## src/rtl/ft_pkg.sv

```systemverilog
// Shared encodings for the FreezeTime run controller: emulation-window and freeze-arbiter states.
package ft_pkg;

    typedef enum logic [1:0] {
        FT_IDLE = 2'd0,
        FT_RUN  = 2'd1,
        FT_DONE = 2'd2
    } win_state_e;

    typedef enum logic {
        FT_OPEN  = 1'b0,
        FT_GRANT = 1'b1
    } arb_state_e;

endpackage

```

## src/rtl/ft_rr_arbiter.sv

```systemverilog
// Combinational round-robin pick: first unmasked request at or after ptr wins (one-hot gnt plus its index).
module ft_rr_arbiter
    import ft_pkg::*;
#(
    parameter int NREQ = 2,
    parameter int PW   = 1
) (
    input  logic [NREQ-1:0] req,
    input  logic [NREQ-1:0] mask,
    input  logic [PW-1:0]   ptr,
    output logic [NREQ-1:0] gnt,
    output logic [PW-1:0]   idx,
    output logic            valid
);

    logic [NREQ-1:0] eff;

    assign eff = req & ~mask;

    // Rotating priority search starting at the pointer.
    always_comb begin
        int k;
        gnt   = {NREQ{1'b0}};
        idx   = {PW{1'b0}};
        valid = 1'b0;
        k     = 0;
        for (int i = 0; i < NREQ; i++) begin
            k = int'(ptr) + i;
            if (k >= NREQ) begin
                k = k - NREQ;
            end else begin
            end
            if (!valid && eff[k]) begin
                gnt[k] = 1'b1;
                idx    = PW'(k);
                valid  = 1'b1;
            end else begin
            end
        end
    end

endmodule

```

## src/rtl/ft_freeze_sequencer.sv

```systemverilog
// FreezeTime run controller: emulation window FSM, round-robin SoC freeze arbitration with
// forward-progress spacing and timeout, run/frozen cycle counters and a one-shot snapshot.
module ft_freeze_sequencer
    import ft_pkg::*;
#(
    parameter int NREQ    = 2,
    parameter int CW      = 32,
    parameter int MIN_RUN = 4,
    parameter int TIMEOUT = 1024
) (
    input  logic            clock,
    input  logic            reset,
    input  logic            sim_start,
    input  logic            sim_end,
    input  logic            sim_proc,
    input  logic [NREQ-1:0] freeze_req,
    output logic [NREQ-1:0] freeze_gnt,
    output logic            soc_clk_en,
    output logic [1:0]      win_state,
    output logic [CW-1:0]   cnt_run,
    output logic [CW-1:0]   cnt_frozen,
    output logic [CW-1:0]   snap_run,
    output logic            snap_valid,
    output logic            err_timeout
);

    localparam int PW  = (NREQ > 1) ? $clog2(NREQ) : 1;
    localparam int MRW = $clog2(MIN_RUN + 1);
    localparam int TW  = (TIMEOUT > 1) ? $clog2(TIMEOUT + 1) : 1;
    localparam logic [MRW-1:0] MR_SAT  = MRW'(MIN_RUN);
    localparam logic [TW-1:0]  T_LIM   = (TIMEOUT > 0) ? TW'(TIMEOUT - 1) : {TW{1'b0}};
    localparam logic [CW-1:0]  CNT_MAX = {CW{1'b1}};

    win_state_e      win_q, win_d;
    arb_state_e      arb_q, arb_d;
    logic [NREQ-1:0] gnt_q, gnt_d, mask_q, mask_d;
    logic            clk_en_q, clk_en_d, err_q, err_d;
    logic [PW-1:0]   ptr_q, ptr_d, winner_q, winner_d;
    logic [MRW-1:0]  minrun_q, minrun_d;
    logic [TW-1:0]   hold_q, hold_d;
    logic [CW-1:0]   cnt_run_q, cnt_run_d, cnt_frozen_q, cnt_frozen_d, snap_run_q, snap_run_d;
    logic            snap_valid_q, snap_valid_d, proc_q, proc_d;

    logic [NREQ-1:0] pick_gnt;
    logic [PW-1:0]   pick_idx;
    logic            pick_valid;
    logic            timeout_hit;

    ft_rr_arbiter #(.NREQ(NREQ), .PW(PW)) u_rr (
        .req   (freeze_req),
        .mask  (mask_q),
        .ptr   (ptr_q),
        .gnt   (pick_gnt),
        .idx   (pick_idx),
        .valid (pick_valid)
    );

    assign timeout_hit = (TIMEOUT > 0) && (hold_q == T_LIM);

    // Window sequencing, run/frozen counters and the one-shot snapshot.
    always_comb begin
        win_d        = win_q;
        cnt_run_d    = cnt_run_q;
        cnt_frozen_d = cnt_frozen_q;
        snap_run_d   = snap_run_q;
        snap_valid_d = snap_valid_q;
        proc_d       = sim_proc;
        case (win_q)
            FT_IDLE: win_d = sim_start ? FT_RUN : FT_IDLE;
            FT_RUN:  win_d = sim_end ? FT_DONE : FT_RUN;
            FT_DONE: win_d = FT_DONE;
            default: win_d = FT_IDLE;
        endcase
        if (win_q == FT_RUN) begin
            if (clk_en_q) begin
                cnt_run_d = (cnt_run_q != CNT_MAX) ? cnt_run_q + CW'(1) : cnt_run_q;
            end else begin
                cnt_frozen_d = (cnt_frozen_q != CNT_MAX) ? cnt_frozen_q + CW'(1) : cnt_frozen_q;
            end
        end else begin
        end
        // Only the first rising edge inside RUN is captured; it takes the value before this cycle's increment.
        if (sim_proc && !proc_q && (win_q == FT_RUN) && !snap_valid_q) begin
            snap_run_d   = cnt_run_q;
            snap_valid_d = 1'b1;
        end else begin
        end
    end

    // Freeze arbitration: grant, release on request drop or timeout, forward-progress spacing.
    always_comb begin
        arb_d    = arb_q;
        gnt_d    = gnt_q;
        clk_en_d = clk_en_q;
        ptr_d    = ptr_q;
        winner_d = winner_q;
        hold_d   = hold_q;
        err_d    = err_q;
        mask_d   = mask_q & freeze_req;
        if (clk_en_q && (minrun_q != MR_SAT)) begin
            minrun_d = minrun_q + MRW'(1);
        end else begin
            minrun_d = minrun_q;
        end
        case (arb_q)
            FT_OPEN: begin
                if (pick_valid && (minrun_q == MR_SAT)) begin
                    arb_d    = FT_GRANT;
                    gnt_d    = pick_gnt;
                    clk_en_d = 1'b0;
                    winner_d = pick_idx;
                    ptr_d    = (pick_idx == PW'(NREQ - 1)) ? {PW{1'b0}} : pick_idx + PW'(1);
                    hold_d   = {TW{1'b0}};
                end else begin
                end
            end
            FT_GRANT: begin
                hold_d = (hold_q != {TW{1'b1}}) ? hold_q + TW'(1) : hold_q;
                if (!freeze_req[winner_q] || timeout_hit) begin
                    arb_d    = FT_OPEN;
                    gnt_d    = {NREQ{1'b0}};
                    clk_en_d = 1'b1;
                    minrun_d = {MRW{1'b0}};
                    // A forced release masks the holder until it lets go of its request.
                    if (freeze_req[winner_q]) begin
                        err_d            = 1'b1;
                        mask_d[winner_q] = 1'b1;
                    end else begin
                    end
                end else begin
                end
            end
            default: begin
                arb_d    = FT_OPEN;
                gnt_d    = {NREQ{1'b0}};
                clk_en_d = 1'b1;
            end
        endcase
    end

    // State register with synchronous reset.
    always_ff @(posedge clock) begin
        if (reset) begin
            win_q        <= FT_IDLE;
            arb_q        <= FT_OPEN;
            gnt_q        <= {NREQ{1'b0}};
            mask_q       <= {NREQ{1'b0}};
            clk_en_q     <= 1'b1;
            err_q        <= 1'b0;
            ptr_q        <= {PW{1'b0}};
            winner_q     <= {PW{1'b0}};
            minrun_q     <= MR_SAT;
            hold_q       <= {TW{1'b0}};
            cnt_run_q    <= {CW{1'b0}};
            cnt_frozen_q <= {CW{1'b0}};
            snap_run_q   <= {CW{1'b0}};
            snap_valid_q <= 1'b0;
            proc_q       <= 1'b0;
        end else begin
            win_q        <= win_d;
            arb_q        <= arb_d;
            gnt_q        <= gnt_d;
            mask_q       <= mask_d;
            clk_en_q     <= clk_en_d;
            err_q        <= err_d;
            ptr_q        <= ptr_d;
            winner_q     <= winner_d;
            minrun_q     <= minrun_d;
            hold_q       <= hold_d;
            cnt_run_q    <= cnt_run_d;
            cnt_frozen_q <= cnt_frozen_d;
            snap_run_q   <= snap_run_d;
            snap_valid_q <= snap_valid_d;
            proc_q       <= proc_d;
        end
    end

    assign freeze_gnt  = gnt_q;
    assign soc_clk_en  = clk_en_q;
    assign win_state   = win_q;
    assign cnt_run     = cnt_run_q;
    assign cnt_frozen  = cnt_frozen_q;
    assign snap_run    = snap_run_q;
    assign snap_valid  = snap_valid_q;
    assign err_timeout = err_q;

endmodule
```

## config.mk

```make
export PLATFORM = sky130hd
export DESIGN_NAME = ft_freeze_sequencer
export DESIGN_NICKNAME = d
export VERILOG_FILES = /design/src/rtl/ft_pkg.sv /design/src/rtl/ft_rr_arbiter.sv /design/src/rtl/ft_freeze_sequencer.sv
export SDC_FILE = /design/constraint.sdc
export NUM_CORES = 1
export LEC_CHECK = 0
export CAP_MARGIN = 20
export CORE_AREA = 8 8 118 120
export CTS_CLUSTER_DIAMETER = 150
export DETAILED_ROUTE_END_ITERATION = 12
export DIE_AREA = 0 0 126 128
export PLACE_DENSITY = 0.8
export SETUP_SLACK_MARGIN = 0.1
export SLEW_MARGIN = 20
export SYNTH_ARGS = -nofsm -noshare
export SYNTH_HDL_FRONTEND = slang
export SYNTH_SLANG_ARGS = --single-unit
```

## constraint.sdc

```tcl
create_clock -name clock -period 2.27 [get_ports clock]
set_clock_uncertainty 0.1 [all_clocks]
set_input_delay 0.454 -clock clock [delete_from_list [all_inputs] [get_ports clock]]
set_output_delay 0.454 -clock clock [all_outputs]
set_load 0.01 [all_outputs]
```

; Word level (Yosys, flattened, before mapping)
; Index checks and enable logic that the tools add are counted.
[classes]
magnitude_cmp = 8
n_eq_ne = 11
bitwise_logic = 7
n_reduce_logical = 21
muxes = 44
addsub = 8
[ops]
columns = op, count
row1 = $add A32 B1 Y32 const B, 2
row2 = $ge A32 B1 Y1 const B, 2
row3 = $lt A32 B3 Y1 const B, 2
row4 = $mux W32, 2
row5 = $ne A32 B32 Y1 const B, 2
row6 = $ge A32 B3 Y1 const B, 1
row7 = $sub A32 B3 Y32 const B, 1
row8 = $mux W11, 2
row9 = $pmux W11 S2, 1
row10 = $mux W1, 21
row11 = $mux W2, 8
row12 = $add A11 B1 Y11 const B, 1
row13 = $eq A11 B10 Y1 const B, 1
row14 = $ne A11 B11 Y1 const B, 1
row15 = $logic_and A1 B1 Y1, 9
row16 = $mux W3, 3
row17 = $reduce_and A3 Y1, 3
row18 = $pmux W2 S3, 1
row19 = $reduce_and A2 Y1, 3
row20 = $and A2 B2 Y2, 2
row21 = $logic_not A1 Y1, 4
row22 = $ne A2 B1 Y1 const B, 2
row23 = $or A2 B2 Y2, 2
row24 = $pmux W1 S2, 2
row25 = 18 further kinds, 21
[word_totals]
reg_bits = 123
output_inout_bits = 103
input_bits = 7
elab_cells = 114

; Longest topological paths before layout
; Gate-level depths: netlist of run 1.
[logic_depth]
word_depth = 12
ltp_mapped = 8
depth_no_buf = 7

; Modules after synthesis
; Synthesis of run 1 repeated with hierarchy kept, for this count alone.
[unflattened]
hier_cells = 692
hier_area_um2 = 5659.2
[modules_own_cells]
columns = mod, instances, seq_area_each_um2, area_per_inst_um2, cells_per_inst
row1 = ft_freeze_sequencer, 1, 2462.4, 5615.4, 685
row2 = ft_rr_arbiter, 1, 0.0, 43.8, 7

; Worst setup path after synthesis of run 1
; Ideal clock, no wire load.
[synth_path]
path_kind = register to register
start = reg cnt_frozen_q[0], in the netlist cnt_frozen[0]
end = reg cnt_frozen_q[28], in the netlist cnt_frozen[28]
required_ns = 2.049
path_slack_ns = -0.137
setup_ns = 0.121
stages_incl_launch_ff = 8
arrival_ns = 2.186
synth_period_minus_slack_ns = 2.407
n_path_buf = 1
path_cell_list = dfxtp_1 ha_1 nand2_1 or4_4 buf_6 nor4_4 nand3_2 mux2_4
[synth_via]
elab_chain_len = 2
word_cells_on_any_way = 3
classes_between = 1 x add/sub / 1 x eq/ne / 1 x reduce/logical
[synth_rtl]
columns = item, line
row1 = "start, declared", ft_freeze_sequencer.sv:41  ; logic [CW-1:0] cnt_run_q, cnt_run_d, cnt_frozen_q, cnt_frozen_d, snap_run_q, snap_run_d;
row2 = "start signal, assigned", ft_freeze_sequencer.sv:155  ; cnt_frozen_q <= {CW{1'b0}};
row3 = "start signal, assigned", ft_freeze_sequencer.sv:171  ; cnt_frozen_q <= cnt_frozen_d;
row4 = branches (longest 2 deep; another with $add A32 B1 Y32), n/a
; Parallel ways; which one is timed is not known.
; A chain may end at the register's enable or synchronous reset.

; Final worst setup path of run 1
[layout_path]
start = reg clk_en_q, in the netlist soc_clk_en
end = reg cnt_frozen_q[30], in the netlist cnt_frozen[30]
[layout_via]
elab_chain_len = 2
[layout_rtl]
columns = item, line
row1 = "start, declared", ft_freeze_sequencer.sv:37  ; logic clk_en_q, clk_en_d, err_q, err_d;
row2 = "start signal, assigned", ft_freeze_sequencer.sv:164  ; clk_en_q <= clk_en_d;
row3 = $not A1 Y1 (no line), n/a
row4 = $reduce_and A3 Y1 (no line), n/a
; Every way passes these cells.

==> impl_metrics.csv, run 1 <==
group,metric,value,unit
run_status,status,"completed",
routing,viasPerCell,5.74,
routing,wl,16000,µm
synth,syn_inst,672,
cells_and_area,multi_input_area,2940,µm²
power,total_power,5.49,mW
run,maxCapViolCount,0,
cells_and_area,regArea,2480,µm²
timing,post-route-period-util,97.8,%
timing,hold_viol,0,
synth,syn-mean-instance-area,8.25,µm²
setup_path,critPathRequiredTime,2.45,ns
cells_and_area,n_antenna_cell,0,
timing,grt_setup_unrepaired,"true",
timing,setup_viol,0,
cells_and_area,area_delta_synth_final,41.9,%
floorplanning,ioPinCount,110,
placed_design,dpl_worst_slack,0.0584,ns
hold_path,hold_class,"reg2reg",
floorplanning,start_util,45.4,%
setup_path,rrSetupSlack,0.05,ns
setup_path,critPathMaxFanout,3,
floorplanning,row_count,41,
timing,max_slew.worst_pin.slew,0.497,ns
floorplanning,core_area,12200,µm²
setup_path,arrival,2.40,ns
clock_tree,hold_buffers,0,
hold_path,worstHoldPathCells,2,
setup_path,timing.rr.end,"cnt_frozen[30]",
clock_tree,cts_buffer_depth,2,
routing,drt_iter0_markers,446,
timing,timing.fmax,450,MHz
synth,synth_seq_cells,123,
setup_path,cp-start-kind,"flop",
cells_and_area,instances_no_fill,988,
grt,grt_max_degree,56,
floorplanning,die_y,128,µm
setup_path,endpoint_kind,"flop",
synth,synth_cell_types,58,
routing,ant_nets,0,
clock_tree,clkLatencyLatePin,0.41,ns
power,leakagePower,2.66,nW
placed_design,dp.cells,947,
synth,postSynth.asyncResetShare,0,%
grt,grt_pass1_vias,5451,
synth,ys.flop_type,"dfxtp_1",
hold_path,hold_start,"snap_run[3]",
timing,slew_viol_final,0,
routing,drc,0,
clock_tree,clock-sinks,123,
cells_and_area,final_area,7870,µm²
timing,fin_ws,0.0490,ns
hold_path,holdPathEnd,"snap_run[3]",
synth,ys.warnings.count,0,
floorplanning,fp.dieW,126,µm
timing,relSlewSlack,66.8,%
grt,antenna_found_initial,0,
grt,gr-total-overflow,0,
cells_and_area,drive_gt1_share,16.2,%
clock_tree,htreeDepth,4,
setup_path,critical_path_class,"reg2reg",
power,irDropWorstVdd,0.426,mV
routing,num_vias,5669,
placed_design,hpwl,11100,µm
timing,layout_min_cycle_time,2.22,ns
grt,grt_pass1_wl,26100,µm
power,power_density,697,nW/µm²
clock_tree,clk_pin_slew,0.05,ns
synth,netlist_area,5550,µm²
floorplanning,die-area,16100,µm²
placed_design,port_buffers,109,
routing,wire_per_inst,16.2,µm
grt,global_route.usage.total,19.4,%
cells_and_area,num-fill-cells,988,
cells_and_area,nets,837,
routing,drtPass1Iterations,5,
synth,synth-edff-count,0,
synth,seq_area_frac_synth,44.4,%
clock_tree,cts_tree,"built",
setup_path,worstReg2RegStart,"soc_clk_en",
placed_design,place_congestion,0.835,
synth,synth_nets,684,
cells_and_area,final_util,64.5,%
clock_tree,cts_buffers,17,
clock_tree,ctsRootBufferMaster,"clkbuf_16",
setup_path,reg2reg_depth,5,
placed_design,place_area,7110,µm²
==> cell families (layout without fill, tap and decap cells) <==
family	after synthesis	count (layout)	share of synthesized area [%]
adders and majority gates	5	5	1.13
muxes	6	6	1.22
DFF	123	123	44.4
xor gates and xnor gates	25	25	3.95
buffers and inverters	55	221	3.93
AOI/OAI and AO/OA	157	157	17.3
and+or+nand+nor	301	301	28.1
==> repair_timing <==
action	in CTS	in global routing
setup endpoints to repair	8	32
setup buffers	0	9
pin swaps	3	3
resized for setup	1	20
==> where the power goes <==
group | switching (mW) | internal [mW] | leakage [nW] | total [mW]
registers | 0.0604 | 2.23 | 0.998 | 2.29
logic | 0.302 | 0.229 | 1.37 | 0.531
clock network | 0.915 | 1.75 | 0.293 | 2.67
total | 1.28 | 4.21 | 2.66 | 5.49
==> synth_stat cells, types with 2 or more instances <==
master	count	area [µm²]
a2111oi_0	2	17.5
a211o_1	3	26.3
a211oi_1	9	67.6
a21o_1	2	15.0
a21oi_1	78	390
a311o_1	2	20.0
a311oi_1	6	52.6
a31o_2	3	26.3
a41o_1	3	30.0
and2_1	2	12.5
and3_1	8	50.1
and3b_1	2	17.5
and4_1	7	61.3
buf_1	2	7.51
buf_2	3	15.0
clkbuf_1	33	124
dfxtp_1	123	2460
ha_1	5	62.6
inv_1	16	60.1
mux2_2	2	22.5
mux2i_1	3	30.0
nand2_1	94	353
nand2b_1	3	18.8
nand3_1	35	175
nand3b_1	3	22.5
nand4_1	26	163
nand4b_1	2	17.5
nor2_1	48	180
nor2b_1	4	25.0
nor3_1	13	65.1
nor3b_1	2	15.0
nor4_1	8	50.1
o211ai_1	2	15.0
o21a_1	5	37.5
o21ai_0	25	125
o31a_1	2	17.5
o31ai_1	8	60.1
o41ai_1	2	17.5
or2_2	4	25.0
or3_1	25	156
or4_1	6	45.0
or4_4	2	22.5
xnor2_1	21	184
xor2_1	4	35.0
==> worst max path at each step <==
stage                             from             end  slack [ns]  depth (start not counted)
after floorplan             soc_clk_en  cnt_frozen[28]       -0.07                          6
after global placement    win_state[0]  cnt_frozen[30]        0.08                          5
after detailed placement    soc_clk_en  cnt_frozen[30]        0.06                          5
after CTS                   soc_clk_en  cnt_frozen[30]        0.04                          5
after global routing      win_state[0]  cnt_frozen[18]       -0.03                          6
final                       soc_clk_en  cnt_frozen[30]        0.05                          5
==> routing by layer <==
| layer | track usage, % | routed length, µm |
|---|---|---|
| met1 | 22.6 | 6740 |
| met2 | 32.9 | 7950 |
| met4 | 9.20 | 363 |
| met3 | 4.91 | 985 |
| met5 | 0 | 0 |
==> through the flow <==
step                      TNS, ns  hold WS, ns
after floorplan            -0.112        0.345
after global placement          0        0.341
after detailed placement        0        0.348
after CTS                       0        0.357
after global routing      -0.0497        0.374
final                           0        0.355
==> sequential cells by signal, indices dropped and copies added (netlist names), 2 cells and up <==
register / cells
cnt_frozen: 32
cnt_run: 32
freeze_gnt: 2
hold_q: 11
mask_q: 2
minrun_q: 3
snap_run: 32
win_state: 2
==> final cells by class <==
cell class / instances / share of cell area [%]
Sequential cell: 123 / 31.5
Clock inverter: 7 / 1.11
Clock buffer: 25 / 6.42
Tap cell: 150 / 2.38
Timing Repair Buffer: 173 / 20.4
Inverter: 16 / 0.763
Multi-Input combinational cell: 494 / 37.4
==> critical path, stage by stage (launching register included) <==
cell	delay, ns
dfxtp_2	0.32
or3b_4	0.39
or4_4	0.47
or4_4	0.55
o31ai_2	0.18
a21oi_1	0.09
==> placed cells by master, fill, tap and decap left out, types with 4 or more instances in the layout <==
cell / count
or4_1: 6
or2_2: 4
dfxtp_1: 112
buf_4: 62
nand2_1: 94
nand4_1: 26
a311oi_1: 5
inv_1: 16
clkbuf_16: 17
xnor2_1: 20
ha_1: 5
o21ai_0: 25
and4_1: 7
xor2_1: 4
nor4_2: 4
o31ai_1: 8
and3_1: 7
dfxtp_2: 10
nor2_1: 48
a211oi_1: 7
nor3_1: 13
or3_1: 24
a21oi_1: 77
clkdlybuf4s50_1: 108
nand3_1: 34
clkbuf_8: 5
o21a_1: 5
nor4_1: 5
clkinv_2: 4
No activity file was read; power rests on OpenSTA's default activity.
==> run 2: changes to the inputs <==
- CORE_AREA: 8 8 118 120 -> 8 8 117 119
- CTS_BUF_LIST: not set -> sky130_fd_sc_hd__clkbuf_8
- DIE_AREA: 0 0 126 128 -> 0 0 125 127
- PLACE_DENSITY: 0.8 -> 0.81
==> run 2 against run 1 <==
  * Combinational power is 1% higher
  * Sequential power is essentially flat
  * Global-route usage barely moved
  * Sequential share of layout area increased by 1.1 points
  * Worst hold slack worse by 0.0016 ns
==> impl_metrics.csv, run 2 (same netlist as run 1, synthesis figures left out) <==
group,metric,value,unit
cells_and_area,layout_common_cells,"dfxtp_1 (116), clkdlybuf4s50_1 (108), nand2_1 (94)",
setup_path,reg2reg_depth,5,
clock_tree,clock-sinks,123,
setup_path,critPathMaxFanout,3,
timing,grt_setup_unrepaired,"true",
placed_design,place_congestion,0.825,
cells_and_area,area_delta_synth_final,36.6,%
routing,wl_met3,1010,µm
setup_path,rrSetupSlack,0.05,ns
setup_path,critPathLaunch,"soc_clk_en",
routing,num_vias,5578,
setup_path,endpoint,"cnt_frozen[30]",
timing,slew_viol_final,0,
setup_path,endpoint_kind,"flop",
placed_design,dp.cells,947,
power,irDropWorstVdd,0.455,mV
grt,gr-total-overflow,0,
setup_path,timing.rr.end,"cnt_frozen[30]",
routing,viasPerCell,5.70,
timing,max_slew.worst_pin.slew,0.518,ns
floorplanning,start_util,47.0,%
routing,wire_per_inst,16.2,µm
grt,grt_max_degree,79,
grt,grt_pass1_wl,25800,µm
cells_and_area,final_common_cell,"dfxtp_1",
setup_path,critPathRequiredTime,2.49,ns
floorplanning,row_count,40,
setup_path,cp-start-kind,"flop",
setup_path,cpMostUsedCell,"or4_4",
clock_tree,ctsRootBufferMaster,"clkbuf_8",
routing,drt-met1-wl,6630,µm
timing,timing.fmax,451,MHz
routing,drc,0,
timing,setup_tns,0,ns
cells_and_area,nets,832,
routing,drtPass1Iterations,7,
hold_path,hold_class,"reg2reg",
floorplanning,fp.dieW,125,µm
clock_tree,cts_tree,"built",
power,power_density,607,nW/µm²
setup_path,worstPathCellList,"or3b_4, or4_4, or4_4, o31ai_4, a21oi_2",
cells_and_area,instances_no_fill,979,
floorplanning,core_area,11800,µm²
routing,highest_layer,"met4",
cells_and_area,num-fill-cells,998,
routing,ant_nets,0,
grt,antenna_found_initial,0,
setup_path,arrival,2.44,ns
floorplanning,die_y,127,µm
clock_tree,clkLatencyLatePin,0.44,ns
placed_design,port_buffers,109,
timing,post-route-period-util,97.8,%
routing,wl_met2,7900,µm
clock_tree,clk_pin_slew,0.07,ns
grt,grt_pass1_vias,5514,
power,leakagePower,2.56,nW
clock_tree,cts_buffer_depth,2,
cells_and_area,n_antenna_cell,0,
setup_path,cpPeakStageDelay,0.56,ns
timing,setup_viol,0,
grt,global_route.usage.total,19.4,%
clock_tree,cts_buffers,17,
timing,relSlewSlack,65.4,%
routing,wl,15800,µm
floorplanning,ioPinCount,110,
cells_and_area,multi_input_area,2930,µm²
setup_path,critPathSlowestCell,"or4_4",
run_status,status,"completed",
placed_design,hpwl,11400,µm
cells_and_area,drive_gt1_share,14.3,%
timing,hold_viol,0,
routing,drt_iter0_markers,405,
setup_path,worstReg2RegStart,"soc_clk_en",
setup_path,critical_path_class,"reg2reg",
clock_tree,hold_buffers,0,
timing,layout_min_cycle_time,2.22,ns
run,maxCapViolCount,0,
floorplanning,die-area,15900,µm²
cells_and_area,regArea,2470,µm²
clock_tree,htreeDepth,4,
## run 2: cell count changes in the layout (fill, tap and decap cells not counted), moves of 2 or more
cell / change
a211oi_1: +2
dfxtp_1: +4
clkbuf_8: +16
buf_4: -5
inv_1: +3
clkbuf_1: -3
clkbuf_16: -17
a211oi_2: -2
dfxtp_2: -4
## run 2: worst max-delay path, delay by kind of cell (launching register included)
kind | cells | cell delay [ns]
DFF | 1 | 0.32
AOI/OAI and AO/OA | 2 | 0.27
and+or+nand+nor | 3 | 1.41
## run 2: repair_timing
item,in CTS,in global routing
setup buffers,0,1
setup endpoints to repair,9,15
pin swaps,2,3
gates resized for setup,1,11
## run 2: worst min path at each step
stage | slack (ns) | endpoint | startpoint | cells after the start
6_report | 0.35 | snap_run[27] | snap_run[27] | 2
5_1_grt | 0.37 | snap_run[18] | snap_run[18] | 2
3_3_place_gp | 0.34 | snap_run[15] | snap_run[15] | 2
2_1_floorplan | 0.34 | hold_q[10] | hold_q[10] | 2
3_5_place_dp | 0.35 | snap_run[18] | snap_run[18] | 2
4_1_cts | 0.36 | snap_run[18] | snap_run[18] | 2
## run 2: per-layer routing
metal,vias up,global-route usage (%)
met4,0,9.03
met5,-,0
met2,180,34.2
met3,28,6.70
li1,2717,-
met1,2653,20.6
## run 2: area by class of cell
type / count / area share [%]
flip-flops and latches: 123 / 32.6
clock buffers: 21 / 3.81
multi-input cells: 494 / 38.6
inverters: 16 / 0.792
clock inverters: 10 / 1.01
repair buffers: 168 / 20.7
well taps: 147 / 2.43
## run 2: power by group
part / switching (mW) / internal (mW)
registers: 0.0616 / 2.23
logic: 0.309 / 0.229
clock network: 0.824 / 0.954
total: 1.20 / 3.41
## run 2: through the flow
step	cell area [µm²]	power, mW	worst slack (ns)	util (%)	hold WS, ns
after floorplan	5560	2.63	-0.0729	-	0.345
after global placement	7150	2.84	0.0759	60.5	0.341
after detailed placement	7150	2.86	0.0267	60.5	0.346
after CTS	7510	4.64	0.0534	63.6	0.356
after global routing	7580	4.78	-0.00252	64.2	0.370
final	7580	4.60	0.0507	64.2	0.353
==> run 3: changes to the inputs <==
- GPL_TIMING_DRIVEN: not set -> 0
- SETUP_SLACK_MARGIN: 0.1 -> not set
==> run 3 against run 2 <==
  * The run now ends with negative setup slack left
  * Die area is the same
  * Final cell count shrank 0.41%
  * Critical path depth unchanged
  * Largest power group unchanged
==> impl_metrics.csv, run 3 (same netlist as run 1, synthesis figures left out) <==
group,metric,value,unit
setup_path,reg2reg_depth,5,
floorplanning,start_util,47.0,%
setup_path,worstReg2RegStart,"soc_clk_en",
hold_path,hold_start,"snap_run[16]",
routing,wire_per_inst,16.6,µm
cells_and_area,multi_input_area,3010,µm²
power,leakagePower,2.50,nW
clock_tree,ctsRootBufferMaster,"clkbuf_8",
setup_path,critPathSlowestCell,"or4_4",
floorplanning,fp.dieW,125,µm
cells_and_area,final_common_cell,"clkdlybuf4s50_1",
clock_tree,cts_buffers,17,
placed_design,dpl_worst_slack,-0.485,ns
clock_tree,clk_pin_slew,0.07,ns
setup_path,cp-start-kind,"flop",
grt,grt_pass1_vias,5348,
clock_tree,cts_buffer_depth,2,
grt,antenna_found_initial,0,
routing,drt_iter0_markers,441,
run,maxCapViolCount,0,
routing,viasPerCell,5.81,
setup_path,endpoint_kind,"flop",
setup_path,cpPeakStageDelay,0.56,ns
power,power_density,631,nW/µm²
hold_path,holdPathEnd,"snap_run[16]",
timing,post-route-period-util,100,%
timing,fin_ws,-0.00564,ns
grt,grt_max_degree,17,
floorplanning,die_y,127,µm
clock_tree,cts_tree,"built",
timing,hold_viol,0,
timing,max_slew.worst_pin.slew,0.637,ns
timing,grt_setup_unrepaired,"true",
routing,wl,16200,µm
grt,global_route.usage.total,19.7,%
cells_and_area,nets,827,
setup_path,critical_path_class,"reg2reg",
timing,relSlewSlack,57.2,%
clock_tree,clkLatencyLatePin,0.44,ns
setup_path,cpMostUsedCell,"or4_4",
grt,grt_pass1_wl,26200,µm
floorplanning,row_count,40,
clock_tree,hold_buffers,0,
routing,drtPass1Iterations,5,
grt,gr-total-overflow,0,
power,total_power,4.77,mW
cells_and_area,regArea,2510,µm²
cells_and_area,final_util,63.9,%
routing,num_vias,5660,
setup_path,path_buf_inv,0,
placed_design,port_buffers,109,
clock_tree,htreeDepth,4,
timing,timing.fmax,439,MHz
setup_path,worstPathCellList,"or3b_4, or4_4, or4_4, o31ai_4, a21oi_1",
setup_path,critPathLaunch,"soc_clk_en",
cells_and_area,num-fill-cells,957,
timing,slew_viol_final,0,
cells_and_area,drive_gt1_share,14.5,%
run_status,violations,"negative setup slack",
floorplanning,die-area,15900,µm²
power,irDropWorstVdd,0.434,mV
setup_path,timing.rr.end,"cnt_frozen[30]",
setup_path,critPathMaxFanout,4,
run_status,status,"finished with violations",
hold_path,hold_class,"reg2reg",
setup_path,crit_family,"simple AND/OR/NAND/NOR gates",
setup_path,rrSetupSlack,-0.006,ns
floorplanning,ioPinCount,110,
hold_path,worstHoldPathCells,2,
clock_tree,clock-sinks,123,
setup_path,arrival,2.48,ns
routing,drc,0,
routing,ant_nets,0,
cells_and_area,area_delta_synth_final,36.2,%
placed_design,hpwl,11600,µm
setup_path,critPathRequiredTime,2.48,ns
placed_design,place_congestion,0.899,
cells_and_area,n_antenna_cell,0,
timing,layout_min_cycle_time,2.28,ns
timing,setup_viol,1,
cells_and_area,layout_common_cells,"clkdlybuf4s50_1 (109), dfxtp_1 (99), nand2_1 (94)",
floorplanning,core_area,11800,µm²
run 3: cell types whose count changed in the layout (fill, tap and decap cells not counted), moves of 5 or more:
cell / before / now
buf_4: 57 / 21
clkbuf_1: 0 / 16
clkbuf_2: 0 / 10
dfxtp_1: 116 / 99
dfxtp_2: 6 / 18
dfxtp_4: 1 / 6
run 3: per-stage QoR:
stage,hold WS (ns),area (µm²),instances,setup TNS (ns)
after floorplan,0.345,5560,672,-0.112
after detailed placement,0.347,6830,928,-37.82
final,0.352,7550,975,-0.00564
after global routing,0.376,7550,975,-0.132
after global placement,0.342,6830,928,-33.18
after CTS,0.356,7390,972,-0.0271
run 3: worst max path at each step:
stage,endpoint,slack [ns],cells past startpoint
after floorplan,cnt_frozen[28],-0.07,6
after global placement,err_timeout,-0.46,5
after detailed placement,cnt_frozen[0],-0.48,5
after CTS,cnt_frozen[30],-0.03,5
after global routing,cnt_frozen[28],-0.05,5
final,cnt_frozen[30],-0.006,5
run 3: final cells by class:
type / count / share of cell area [%]
Sequential cell: 123 / 33.2
Clock inverter: 14 / 1.84
Multi-Input combinational cell: 494 / 39.8
Timing Repair Buffer: 130 / 16.5
Clock buffer: 18 / 3.28
Buffer: 33 / 2.07
Inverter: 16 / 0.795
Tap cell: 147 / 2.44
run 3: worst register-to-register path: cells and delay by family (launching register included):
kind | cells | cell delay [ns]
compound gates | 2 | 0.25
simple gates | 3 | 1.43
flops | 1 | 0.36
run 3: report_power, final:
group | leakage, nW | internal (mW) | switching (mW) | total (mW)
sequential | 1.01 | 2.23 | 0.0624 | 2.29
combinational | 1.27 | 0.223 | 0.336 | 0.559
clock | 0.222 | 1.08 | 0.839 | 1.92
total | 2.50 | 3.53 | 1.24 | 4.77
run 3: per-layer routing:
metal | share of wire (%) | vias to the layer above | track usage, %
met4 | 2.2 | 0 | 8.02
met2 | 48 | 201 | 33.3
li1 | - | 2717 | -
met3 | 5.9 | 29 | 5.74
met1 | 44 | 2713 | 23.2
met5 | 0 | - | 0
run 3: repair_timing:
action / CTS / global route
pin swaps: 9 / 11
buffers inserted: 15 / 6
gates resized for setup: 18 / 60
endpoints found under the setup margin: 51 / 74
